## config.mk

```make
export PLATFORM = sky130hd
export DESIGN_NAME = bound_flasher_ctrlfsm
export DESIGN_NICKNAME = d
export VERILOG_FILES = /design/src/rtl/bound_flasher_ctrlfsm.sv
export SDC_FILE = /design/constraint.sdc
export NUM_CORES = 1
export LEC_CHECK = 0
export ABC_AREA = 1
export BUFFER_PORTS_ARGS = -buffer_cell sky130_fd_sc_hd__buf_2
export CAP_MARGIN = 5
export CORE_MARGIN = 2
export CORE_UTILIZATION = 30
export DETAILED_ROUTE_END_ITERATION = 8
export PLACE_DENSITY = 0.47
export SLEW_MARGIN = 10
export SYNTH_ARGS = -nofsm -noshare
export SYNTH_HDL_FRONTEND = slang
export SYNTH_SLANG_ARGS = --single-unit
export TNS_END_PERCENT = 100
```

## constraint.sdc

```tcl
create_clock -name clk -period 2.05 [get_ports clk]
set_clock_uncertainty 0.15 [all_clocks]
set_input_delay 0.1025 -clock clk [delete_from_list [all_inputs] [get_ports clk]]
set_output_delay 0.1025 -clock clk [all_outputs]
set_load 0.01 [all_outputs]
```

## src/rtl/bound_flasher_ctrlfsm.sv

```systemverilog
// rtl/bound_flasher_ctrlfsm.sv - Control FSM sequencing the bound flasher up/down phases
// Define BOUND_FLASHER_FLICK_SYNC_EN to route flick through a 2-flop synchronizer.
`timescale 1ns/1ps
module bound_flasher_ctrlfsm #(
  parameter logic [4:0] P_LOW = 5'd6,
  parameter logic [4:0] P_MID = 5'd11,
  parameter logic [4:0] P_MAX = 5'd16
) (
  input  logic       clk,
  input  logic       rst_n,
  input  logic       flick,
  input  logic [4:0] state,
  output logic       enb,
  output logic       ison,
  output logic [2:0] phase
);

  typedef enum logic [2:0] {
    IDLE = 3'd0,
    UP_A = 3'd1,
    DN_A = 3'd2,
    UP_B = 3'd3,
    DN_B = 3'd4,
    UP_C = 3'd5,
    DN_C = 3'd6,
    CLR  = 3'd7
  } phase_e;

  phase_e phase_q, phase_d;
  logic   flick_s;

`ifdef BOUND_FLASHER_FLICK_SYNC_EN
  logic [1:0] flick_sync_q;

  always_ff @(posedge clk or negedge rst_n) begin
    if (!rst_n) begin
      flick_sync_q <= 2'b00;
    end else begin
      flick_sync_q <= {flick_sync_q[0], flick};
    end
  end

  assign flick_s = flick_sync_q[1];
`else
  assign flick_s = flick;
`endif

  // Step decisions are combinational so the output FSM moves on the same edge the phase advances.
  always_comb begin
    enb     = 1'b0;
    ison    = 1'b0;
    phase_d = phase_q;
    unique case (phase_q)
      IDLE: begin
        if (state != 5'd0) begin
          phase_d = CLR;
        end else if (flick_s) begin
          phase_d = UP_A;
        end
      end
      UP_A, UP_B, UP_C: begin
        if (state >= P_MAX) begin
          phase_d = CLR;
        end else begin
          enb  = 1'b1;
          ison = 1'b1;
          if (phase_q == UP_B && state == P_LOW && flick_s) begin
            ison    = 1'b0;
            phase_d = DN_A;
          end else if (phase_q == UP_C && state == P_MID && flick_s) begin
            ison    = 1'b0;
            phase_d = DN_B;
          end else if (phase_q == UP_A && state == P_LOW - 5'd1) begin
            phase_d = DN_A;
          end else if (phase_q == UP_B && state == P_MID - 5'd1) begin
            phase_d = DN_B;
          end else if (phase_q == UP_C && state == P_MAX - 5'd1) begin
            phase_d = DN_C;
          end
        end
      end
      DN_A, DN_B, DN_C, CLR: begin
        if (state == 5'd0) begin
          phase_d = IDLE;
        end else if (state > P_MAX && phase_q != CLR) begin
          phase_d = CLR;
        end else begin
          // CLR keeps draining from any count so an oversized preload still reaches zero.
          enb = 1'b1;
          if (phase_q == DN_A && state == 5'd1) begin
            phase_d = UP_B;
          end else if (phase_q == DN_B && state == P_LOW + 5'd1) begin
            phase_d = UP_C;
          end else if ((phase_q == DN_C || phase_q == CLR) && state == 5'd1) begin
            phase_d = IDLE;
          end
        end
      end
    endcase
  end

  always_ff @(posedge clk or negedge rst_n) begin
    if (!rst_n) begin
      phase_q <= IDLE;
    end else begin
      phase_q <= phase_d;
    end
  end

  assign phase = phase_q;

endmodule
```

; Yosys cells after proc, flatten, opt, wreduce, memory -nomap -nowiden
; Index checks and enable logic that the tools add are counted.
[word_totals]
out_inout_bits = 5
reg_bits = 3
mem_count = 0
rom_bits = 0
input_bits = 8
word_cells = 61
mem_bits_rw = 0
latch_bits = 0
[op_classes]
mux = 22
shifts = 0
mul = 0
n_bitwise = 0
addsub = 0
eq_ne = 18
n_reduce_logical = 18
div = 0
magnitude_cmp = 2
[ops]
columns = op, n
row1 = two-way mux 3 bit, 13
row2 = equality test 5 x 3 -> 1 bit (second input constant), 3
row3 = equality test 5 x 4 -> 1 bit (second input constant), 3
row4 = equality test 3 bit (second input constant), 4
row5 = logical AND 1 bit, 11
row6 = case mux 3 bit (3 select lines), 1
row7 = two-way mux 1 bit, 7
row8 = inequality test 7 bit (second input constant), 1
row9 = equality test 3 x 2 -> 1 bit (second input constant), 2
row10 = inequality test 3 bit (second input constant), 2
row11 = inequality test 6 bit (second input constant), 1
row12 = equality test 5 x 1 -> 1 bit (second input constant), 1
row13 = greater-or-equal comparator 5 bit (second input constant), 1
row14 = > comparator 5 bit (second input constant), 1
row15 = zero test 5 bit, 1
row16 = nonzero test 5 bit, 1
row17 = OR reduction 4 bit, 1
row18 = equality test 3 x 1 -> 1 bit (second input constant), 1
row19 = zero test 3 bit, 1
row20 = AND reduction 3 bit, 1
row21 = OR reduction 3 bit, 1
row22 = case mux 1 bit (2 select lines), 1
row23 = logical OR 1 bit, 1

; Depth between registers and ports, before layout
[depth]
word_depth = 9
mapped_depth = 11

; Least setup slack after synthesis
; No wires, ideal clock.
[synth_timing]
kind = register to register
start = reg phase_q[0] (netlist: phase[0])
end = reg phase_q[1] (netlist: phase[1])
path_stages_with_launch = 12
setup_ns = 0.117
n_path_buf = 1
required_time_ns = 1.783
arrival_ns = 1.269
slack_ns = 0.514
cell_sequence = dfrtp_1 buf_4 nor2_1 nand2_1 nor2_1 nand2_1 inv_1 nor2_8 nand2_4 nand3_2 nand2_1 nand2_1
[synth_between]
elab_chain_cells = 8
word_cells_on_any_way = 37
[synth_rtl]
columns = element, line_no
row1 = from (decl), 29  ; phase_e phase_q, phase_d;
row2 = from (signal assigned), 106  ; phase_q <= phase_d;
row3 = equality test 3 x 2 -> 1 bit, "53, 67, 75"
row4 = logical AND 1 bit, 75  ; end else if (phase_q == UP_B && state == P_MID - 5'd1) begin
row5 = two-way mux 3 bit, 75
row6 = two-way mux 3 bit, 73  ; end else if (phase_q == UP_A && state == P_LOW - 5'd1) begin
row7 = two-way mux 3 bit, 70  ; end else if (phase_q == UP_C && state == P_MID && flick_s) begin
row8 = two-way mux 3 bit, 67  ; if (phase_q == UP_B && state == P_LOW && flick_s) begin
row9 = two-way mux 3 bit, 62  ; if (state >= P_MAX) begin
row10 = case mux 3 bit (3 select lines), 53  ; unique case (phase_q)
; Several ways; a longest one is shown, not always the timed one.
; A chain may end at the register's enable or synchronous reset.

; Final worst setup path
[layout_timing]
start = reg phase_q[2] (netlist: phase[2])
end = out enb
[layout_between]
elab_chain_cells = 5
word_cells_on_any_way = 14
[layout_rtl]
columns = element, line_no
row1 = inequality test 3 bit, 85  ; end else if (state > P_MAX && phase_q != CLR) begin
row2 = logical AND 1 bit, 85
row3 = two-way mux 1 bit, 85
row4 = two-way mux 1 bit, 83  ; if (state == 5'd0) begin
row5 = case mux 1 bit (2 select lines) *, 53
row6 = to (decl), 13  ; output logic enb,
; Every way passes the cells marked *; elsewhere a longest branch is shown, timed or not.

==> summary.md <==
| Metric | Value |
|---|---|
| Status | `completed` |
| Most common cell on crit path | `nand2_2` |
| Drc violations | `0` |
| Dominant cell type by area after synthesis | `nand2_1` |
| Gate power share | `0.668` |
| Sequential power share | `0.205` |
| Synth cell types | `16` |
| Number of global-route vias before repair | `570` |
| Final Cycle Share | `0.823` |
| Initial Util | `0.320` |
| Die area | `0.00222 mm2` |
| Min cycle time layout | `1.69 ns` |
| Cts repair resizes | `0` |
| Layout cells sized above 1 | `0.283` |
| Placer Congestion | `0.801` |
| Min-Delay Path Class | `in2async` |
| Actual slew at the worst max-slew pin | `0.323 ns` |
| Clock transition at path regs | `0.04 ns` |
| Syn Nets | `113` |
| First-pass GRT wire length | `2.44 mm` |
| RSZ-0062 raised after global routing | `no` |
| H-Tree Depth | `1` |
| GRT Util Overall | `0.155` |
| Met1 wire length | `715 um` |
| Slowest cell delay on critical path | `0.51 ns` |
| Synthesis-stage register bit count | `3` |
| CP Buf/Inv Count | `1` |
| Pre-Repair DR Iteration Count | `4` |
| Crit Path Class | `reg2out` |
| Commonest non-fill, non-tap cell in the layout | `nand2_1` |
| Largest net degree at the start of global routing | `11` |
| Worst path required time | `1.80 ns` |
| Warning count from the yosys run | `0` |
| Fin. Hold Viols | `0` |
| Syn Area/Cell | `5.31 um2` |
| Root Driver | `clkbuf_4` |
| Largest cells by area after synthesis | `nand2_1, dfrtp_1, nand3_1` |
| Pwr/cell area | `1250 mW/mm2` |
| Max Slew Vio Count | `0` |
| Area growth syn-to-layout | `20.2%` |
| Total Wirelength | `1.37 mm` |
| Crit path max fanout | `9` |
| Worst skew pair latency | `0.24 ns` |
| Initial antenna violation count | `0` |
| Most frequent cells in the layout | `nand2_1, inv_1, nand3_1, nor2_1, buf_2` |
| CTS tree | `yes` |
| Post-synth top area share | `0.222` |
| Clock buffer count from CTS | `3` |
| Die height | `47.1 um` |
| Clk buf depth | `2` |
| Gr ovfl total | `0` |
| WP data arrival | `1.44 ns` |
| Max-cap violations | `0` |
| I/O pin count | `13` |
| Uppermost layer routed | `met3` |
| Met2 WL | `608 um` |
| Vias post-DR | `626` |
| Switching portion of total power | `0.529` |
| CP Capture Type | `output pin` |
| Diode count | `0` |
| Wire per inst | `9.47 um` |
| Setup crit start kind | `flop` |
| Clock share of power | `0.127` |
| # clock sinks | `3` |
| Final setup violation count | `0` |
| Syn Inst Count | `105` |
| Synth Cell Area | `558 um2` |
| Max stage delay cell, worst path | `dfrtp_1` |
| Iter 0 DRT Violations | `13` |
| Max VDD drop | `0.598 mV` |
| IO buf count | `12` |
| NetSw | `0.443 mW` |
| Leakage | `0.387 nW` |
| # rows | `15` |
| Post-DP HPWL | `1.14 mm` |
| Setup TNS | `0 ns` |
| Core area | `0.00175 mm2` |
| Final Util | `0.384` |
| Chip width | `47.1 um` |
| Crit-path cells | `nand2_2, nand2_2, nand2_2, nor2_4, nand2_1, nand2_1, buf_2` |
| Routed met3 length | `49 um` |
| Drt via density | `4.32` |
| Max reg flops | `3` |
| CP delay by family, top | `simple AND/OR/NAND/NOR gates` |
| Sequential-to-total area share from yosys stat | `0.135` |
| Fmax | `593 MHz` |
| ANT nets after route | `0` |
| Internal Power | `0.394 mW` |
| Layout Nets | `129` |
| Max-slew headroom | `0.785` |
-- kinds of logic after synthesis --
logic type             after synthesis  share of synthesized area
flip-flops                           3                      0.135
AND/OR/NAND/NOR                     79                      0.695
AO/OA/AOI/OAI                        1                    0.00896
buffers and inverters               22                      0.161
-- cells in the mapped netlist (all sizes together) --
library cell / number
nor3: 3
nor2: 20
o21ai: 1
dfrtp: 3
nand2: 38
inv: 20
and2: 1
buf: 2
nand3: 17
-- through the flow --
stage | area [um2] | cells | setup slack, ns | power (mW) | hold slack (ns)
after global placement | 634 | 140 | 0.381 | 0.746 | -0.248
final | 671 | 145 | 0.362 | 0.837 | 0.0410
after floorplan | 558 | 105 | 0.514 | 0.616 | -0.343
after CTS | 671 | 145 | 0.341 | 0.848 | 0.0312
after global routing | 671 | 145 | 0.231 | 0.950 | 0.0309
after detailed placement | 634 | 140 | 0.431 | 0.734 | -0.249
-- metal layers --
metal  global-route usage  vias up
li1                     -      346
met1                0.230      272
met2                0.233        8
met3               0.0500        0
met4                    0        0
met5                    0        -
-- path summary, 6_finish.rpt --
path                       cells after the start              endpoint                  from  slack (ns)
setup / recovery                               7                   enb  phase[2]$_DFFE_PN0P_        0.36
hold / removal                                 2  phase[1]$_DFFE_PN0P_                 rst_n        0.04
setup reg to reg                              10  phase[0]$_DFFE_PN0P_  phase[0]$_DFFE_PN0P_        0.42
hold reg to reg                                2  phase[1]$_DFFE_PN0P_  phase[1]$_DFFE_PN0P_        0.50
max in group asynchronous                      2  phase[2]$_DFFE_PN0P_                 rst_n        1.60
min in group clk                               6  phase[2]$_DFFE_PN0P_                 flick        0.20
-- power groups by stage --
| stage | clock, mW | combinational [mW] | sequential (mW) |
|---|---|---|---|
| 6_report | 0.106 | 0.559 | 0.172 |
| 5_1_grt | 0.121 | 0.649 | 0.180 |
| 4_1_cts | 0.111 | 0.565 | 0.172 |
| 3_5_place_dp | 0 | 0.562 | 0.172 |
| 3_3_place_gp | 0 | 0.574 | 0.172 |
| 2_1_floorplan | 0 | 0.480 | 0.136 |
-- cell type report --
cell class                      count  area [um2]
Clock buffer                        4        26.3
Fill cell                         206        1070
Inverter                           20        75.1
Multi-Input combinational cell     80         393
Sequential cell                     3        75.1
Tap cell                           25        31.3
Timing Repair Buffer               13        70.1
-- timing repair --
action / 4_1_cts / 5_1_grt
setup buffers: 0 / 0
hold buffers: 1 / 0
hold endpoints to repair: 3 / 0
Note: power is estimated with default switching activity, not from simulation.
